===== src/rtl/row_scan_ctrl.sv =====
// row_scan_ctrl: LED matrix row sequencer (shift, blank, latch, advance, show) with pixel handshake.
module row_scan_ctrl #(
    parameter int ROWS      = 21,
    parameter int COLS      = 32,
    parameter int ON_CYCLES = 64,
    parameter int ROW_W     = 5,
    parameter int COL_W     = 5,
    parameter int ON_W      = 8
) (
    input  logic             i_clk,
    input  logic             i_rst_n,
    input  logic             i_enable,
    input  logic             i_pix_valid,
    output logic             o_pix_req,
    output logic [COL_W-1:0] o_col,
    output logic             o_shift,
    output logic             o_blank,
    output logic             o_latch,
    output logic             o_add_row,
    output logic [ROW_W-1:0] o_row,
    output logic             o_frame_start,
    output logic             o_busy
);
    localparam logic [COL_W-1:0] COL_LAST = COL_W'(COLS - 1);
    localparam logic [ROW_W-1:0] ROW_LAST = ROW_W'(ROWS - 1);
    localparam logic [ON_W-1:0]  ON_LAST  = ON_W'(ON_CYCLES - 1);

    typedef enum logic [2:0] {IDLE, SHIFT, BLANK, LATCH, ADVANCE, SHOW} state_t;

    state_t           state_q, state_d;
    logic [COL_W-1:0] col_q, col_d;
    logic [ROW_W-1:0] row_q, row_d, srow_q, srow_d;
    logic [ON_W-1:0]  on_q, on_d;
    logic             lit_q, lit_d, fs_q, fs_d;
    logic             accept, show_end;

    assign accept   = (state_q == SHIFT) && i_pix_valid;
    assign show_end = (state_q == SHOW) && (on_q == ON_LAST);

    always_ff @(posedge i_clk or negedge i_rst_n) begin
        if (!i_rst_n) begin
            state_q <= IDLE;
            col_q   <= '0;
            row_q   <= '0;
            srow_q  <= '0;
            on_q    <= '0;
            lit_q   <= 1'b0;
            fs_q    <= 1'b0;
        end else begin
            state_q <= state_d;
            col_q   <= col_d;
            row_q   <= row_d;
            srow_q  <= srow_d;
            on_q    <= on_d;
            lit_q   <= lit_d;
            fs_q    <= fs_d;
        end
    end

    always_comb begin
        state_d = state_q;
        unique case (state_q)
            IDLE:    state_d = i_enable ? SHIFT : IDLE;
            SHIFT:   state_d = (accept && col_q == COL_LAST) ? BLANK : SHIFT;
            BLANK:   state_d = LATCH;
            LATCH:   state_d = ADVANCE;
            ADVANCE: state_d = SHOW;
            SHOW:    state_d = !show_end ? SHOW : (srow_q != '0 || i_enable) ? SHIFT : IDLE;
            default: state_d = IDLE;
        endcase
    end

    // Enable is only honoured at frame boundaries: from IDLE or after the last row's on-time.
    always_comb begin
        col_d  = accept ? ((col_q == COL_LAST) ? '0 : col_q + 1'b1) : col_q;
        row_d  = (state_q == ADVANCE) ? srow_q : row_q;
        srow_d = (state_q == IDLE) ? '0 :
                 (state_q == ADVANCE) ? ((srow_q == ROW_LAST) ? '0 : srow_q + 1'b1) : srow_q;
        on_d   = (state_q == SHOW && !show_end) ? on_q + 1'b1 : '0;
        lit_d  = (state_q == ADVANCE) ? 1'b1 : (show_end && state_d == IDLE) ? 1'b0 : lit_q;
        fs_d   = (state_d == SHIFT) && (state_q == IDLE || (show_end && srow_q == '0));
    end

    always_comb begin
        o_pix_req     = (state_q == SHIFT);
        o_col         = col_q;
        o_shift       = accept;
        o_blank       = !(lit_q && (state_q == SHIFT || state_q == SHOW));
        o_latch       = (state_q == LATCH);
        o_add_row     = (state_q == ADVANCE) && (srow_q != '0);
        o_row         = row_q;
        o_frame_start = fs_q;
        o_busy        = (state_q != IDLE);
    end
endmodule


===== config.mk =====
export PLATFORM = sky130hd
export DESIGN_NAME = row_scan_ctrl
export DESIGN_NICKNAME = d
export VERILOG_FILES = /design/src/rtl/row_scan_ctrl.sv
export SDC_FILE = /design/constraint.sdc
export NUM_CORES = 1
export LEC_CHECK = 0
export ABC_AREA = 0
export CAP_MARGIN = 20
export CORE_UTILIZATION = 60
export CTS_CLUSTER_SIZE = 30
export DETAILED_ROUTE_END_ITERATION = 7
export DONT_BUFFER_PORTS = 1
export HOLD_SLACK_MARGIN = 0.1
export PLACE_DENSITY = 0.75
export SYNTH_ARGS = -nofsm -noshare
export SYNTH_HDL_FRONTEND = slang
export SYNTH_SLANG_ARGS = --single-unit
export TNS_END_PERCENT = 100

===== constraint.sdc =====
create_clock -name i_clk -period 1.85 [get_ports i_clk]
set_input_delay 0.2775 -clock i_clk [delete_from_list [all_inputs] [get_ports i_clk]]
set_output_delay 0.2775 -clock i_clk [all_outputs]
set_load 0.005 [all_outputs]

# Yosys cells after proc, flatten, opt, wreduce, memory -nomap -nowiden
# Cells that the tools add are included.
# W data, S select, Z words.
# totals
regBits,28
output_inout_bits,17
in_bits,4
elab_cells,52
# classes
reduce_logical,21
n_addsub,3
n_eq_ne,9
n_mux,12
# ops
operator,count
$mux W5,4
$pmux W3 S6,1
$add A5 B1 Y5 const B,2
$eq A5 B5 Y1 const B,2
$logic_and A1 B1 Y1,9
$add A8 B1 Y8 const B,1
$eq A8 B6 Y1 const B,1
$mux W8,1
$eq A3 B1 Y1 const B,2
$eq A3 B2 Y1 const B,2
$eq A3 B3 Y1 const B,2
$logic_not A3 Y1,2
$logic_not A5 Y1,1
$reduce_bool A5 Y1,1
$mux W1,4
$reduce_bool A2 Y1,2
$logic_or A1 B1 Y1,3
$mux W3,1
$reduce_bool A3 Y1,1
$logic_not A1 Y1,2
$mux W2,1

# Depth between registers and ports, before layout
# depth
word_depth,9
mapped_depth,7
ltp_nobuf,7

# Least setup slack after synthesis
# Ideal clock, no wire load.
# synth_timing
path_kind,flip-flop to flip-flop
from,reg srow_q[0]
to,"reg fs_q, in the netlist o_frame_start"
period_less_slack_ps,1589
n_path_buf,0
setup_time_ps,66
t_arrival_ps,1522
stages_incl_launch_ff,7
setup_slack_ps,261
required_ps,1784
path_cell_list,dfrtp_1 > inv_1 > ha_1 > nor4b_4 > or4b_1 > o22ai_1 > and3b_1
# synth_between
elab_chain_len,7
elab_cells_between_ends,10
classes_between,eq/ne: 1; mux: 3; reduce/logical: 6
# synth_lines
item,line,source
"start, declared",32,"logic [ROW_W-1:0] row_q, row_d, srow_q, srow_d;"
"start signal, assigned",53,srow_q <= srow_d;
$reduce_bool A5 Y1,68,SHOW: state_d = !show_end ? SHOW : (srow_q != '0 || i_enable) ? SHIFT : IDLE;
$logic_or A1 B1 Y1,68,
$mux W1,68,
$mux W3,68,
$pmux W3 S6,62,unique case (state_q)
$eq A3 B1 Y1,81,fs_d = (state_d == SHIFT) && (state_q == IDLE || (show_end && srow_q == '0));
$logic_and A1 B1 Y1 *,81,
net fs_d,34,"logic lit_q, lit_d, fs_q, fs_d;"
"end signal, assigned",56,fs_q <= fs_d;
"end, declared",34,
# The timed path passes the listed nets; every way through them passes the cells marked *.
# A chain may end at the register's enable or synchronous reset.

# Final worst setup path
# Ends and elaborated chain as after synthesis.

==> results.toml <==
[logic_synthesis]
synthSimpleGateAreaFrac_pct = 21.3
synth_ff_type = "dfrtp_1"
syn_nets = 143
syn_area_mm2 = 0.00140
post-synth-top-area-fraction_pct = 50.0
syn_inst = 134
yosysMostFrequentCell = "dfrtp_1"
yosys_warnings = 0
yosys-top-cells-area = "dfrtp_1 50%, mux2_2 6.4%, ha_1 4.5%, o21ai_0 4.3%, nor2_1 3.8%"
synth_top_family_by_area = "simple AND/OR/NAND/NOR gates"
yosys.area.top_type = "dfrtp_1"
synth.distinct_cells = 39
muxShareOfSynthArea_pct = 6.43
synth_commonest_cells = "28 x dfrtp_1, 14 x nor2_1, 12 x o21ai_0, 9 x nand2_1, 8 x mux2_2"
syn_avg_cell_area_um2 = 10.5
async_reset_ff_share_pct = 100
synth-edff-count = 0
synth_compound_area_share_pct = 10.9
synth_fa_ha_area_share_pct = 4.46
synth-xor-area-share_pct = 3.12
ys_seq_elements = 28
seq_area_frac_synth_pct = 50.0

[timing]
slew_headroom_pct = 65.6
skew_ns = 0.00101
final.setup.worst_slack_ns = 0.0947
fin_crit_ns = 1.76
timing.setup.tns_ns = 0
finalSetupViolCount = 0
post-route-period-util_pct = 94.9
rsz0062_at_grt = "false"
hold_viol_final = 0
fmax_mhz = 570
finalMaxSlewViolations = 0
tightest_slew_ns = 0.512

[drt]
wl_um = 2520
via_count = 1014
routed_via_density = 5.96
drtIter0Drc = 14
postRouteAntennaNets = 0
drcViolationCount = 0
drtPass1Iterations = 4
wl_per_cell_um = 14.8

[layout]
drive_gt1_share_pct = 20.4
antenna_cells = 0
area_growth_pct = 9.73
seqCellArea_um2 = 702
n_fill_cell = 177
multi_input_area_um2 = 659
finalNetCount = 153
fin_cells = 170

[floorplan]
core_mm2 = 0.00221
dieArea_mm2 = 0.00253
row_count = 17
initial_utilization_pct = 63.3
die_h_um = 50.3
dieWidth_um = 50.3
io_pins = 21

[power_and_ir_drop]
p_int_mw = 0.887
switching_share_pct = 30.9
leakage_nw = 0.698
power_switching_mw = 0.397
pwr-share-clk_pct = 19.0
ir_drop_uv = 621
pwr-share-seq_pct = 60.0
pwr-share-comb_pct = 21.0
power.density_mw_per_mm2 = 835

[worst_setup_path]
crit_path_end_kind = "register"
crit_family = "simple AND/OR/NAND/NOR gates"
required_ns = 2.12
critical_path_class = "register to register"
crit_chain = "inv_1 -> ha_2 -> nor4b_4 -> or4b_4 -> o22ai_2 -> and3b_1"
crit_arrival_ns = 2.03
worst-path-buf-inv = 1
worstPathMaxFanout = 4
critPathSlowestCell = "or4b_4"
startpoint_type = "register"
critPathMaxStageDelay_ns = 0.50

[placed_design]
pre_cts_slack_ns = 0.127
dp_hpwl_um = 1720
dp.cells = 162
io_buffer_count = 0
place.gp.congestion = 0.800

[outcome]
outcome = "finished, final reports clean"

[clock_network]
cts.path.max_buffers = 2
cts_tree = "yes"
ctsRootBufferMaster = "clkbuf_4"
htree_levels = 1
cts.sinks = 28
clkLatencyLatePin_ns = 0.32
clkTransAtPathRegs_ns = 0.14
numCtsBuffers = 3

[global_routing]
antenna_found_initial = 0
grt_max_degree = 29
track_usage_pct = 22.5
grt_pass1_wl_um = 4220
grt_pass1_vias = 981
gr-total-overflow = 0

[job]
drv_cap = 0

[min_path]
holdCritPathClass = "primary input to register"
[per-layer routing]
metal | vias to the layer above | GRT usage [%] | share of wire, % | routed length [um]
li1 | 495 | - | - | -
met1 | 481 | 30.9 | 46 | 1170
met2 | 33 | 33.6 | 47 | 1180
met3 | 5 | 4.85 | 5.3 | 135
met4 | 0 | 11.1 | 1.6 | 40
met5 | - | 0 | 0 | 0
[power by group through the flow]
stage          Combinational (mW)  Sequential (mW)  Clock, mW
2_1_floorplan               0.196            0.757          0
3_3_place_gp                0.224            0.777          0
3_5_place_dp                0.239            0.783          0
4_1_cts                     0.260            0.772      0.255
5_1_grt                     0.318            0.785      0.271
6_report                    0.269            0.771      0.244
[path summary, 6_finish.rpt]
kind	from	end	slack, ns	cells after the start
min in group asynchronous	i_rst_n	o_col[3]	0.37	2
worst min register to register	on_q[0]	on_q[0]	0.47	1
worst min-delay path	i_enable	state_q[0]	0.14	2
max in group asynchronous	i_rst_n	srow_q[0]	1.32	2
worst max-delay path	srow_q[0]	o_frame_start	0.09	6
worst max register to register	srow_q[0]	o_frame_start	0.09	6
[cell type report]
type                       count  share of cell area (%)
tap                           28                    2.28
clock buffer                   3                    1.46
inverter                       5                    1.22
timing repair buffer          11                    6.51
sequential                    28                    45.6
multi-input combinational     95                    42.9
[sequential cells by signal, summed over array words and instances, names as in the netlist]
signal         cells
srow_q             5
o_frame_start      1
o_row              5
o_col              5
state_q            3
on_q               8
lit_q              1
[layout by cell type (no fill, tap or decap), types with 2 or more instances in the layout]
cell type / netlist / final
a21oi_1: 4 / 4
a31oi_1: 4 / 4
and3_1: 2 / 2
buf_4: 0 / 8
clkbuf_4: 0 / 3
dfrtp_1: 28 / 27
dlygate4sd3_1: 0 / 2
ha_1: 5 / 4
inv_1: 5 / 4
mux2_2: 8 / 8
nand2_1: 9 / 9
nand2b_1: 2 / 2
nand3_1: 5 / 5
nand3b_1: 2 / 2
nor2_1: 14 / 14
nor3_1: 2 / 2
o21ai_0: 12 / 12
o31ai_1: 2 / 2
xor2_1: 4 / 4
[timing repair]
item                       in CTS  in global routing
setup endpoints to repair       0                  1
setup buffers                   0                  2
gates resized for setup         0                  5
hold buffers                    3                  0
hold endpoints to repair       29                  0
[per-stage QoR]
step | power [mW] | util (%) | hold WS, ns | instance area [um2]
after floorplan | 0.953 | - | -0.0181 | 1400
after global placement | 1.00 | 65.4 | -0.0176 | 1450
after detailed placement | 1.02 | 65.4 | -0.0176 | 1450
after CTS | 1.29 | 68.2 | 0.123 | 1510
after global routing | 1.37 | 69.5 | 0.129 | 1540
final | 1.28 | 69.5 | 0.137 | 1540
[worst register-to-register path, cell delays in order, from the launching register on]
cell     delay, ns
dfrtp_2       0.45
inv_1         0.07
ha_2          0.17
nor4b_4       0.26
or4b_4        0.50
o22ai_2       0.09
and3b_1       0.16
[logic make-up (layout without fill, tap and decap cells)]
| family | Yosys count | in the layout |
|---|---|---|
| AOI/OAI and AO/OA | 26 | 26 |
| buffers and inverters | 11 | 19 |
| xor gates and xnor gates | 5 | 5 |
| muxes | 8 | 8 |
| DFF | 28 | 28 |
| and+or+nand+nor | 51 | 51 |
| adders and majority gates | 5 | 5 |
Note: power is estimated with default switching activity, not from simulation.
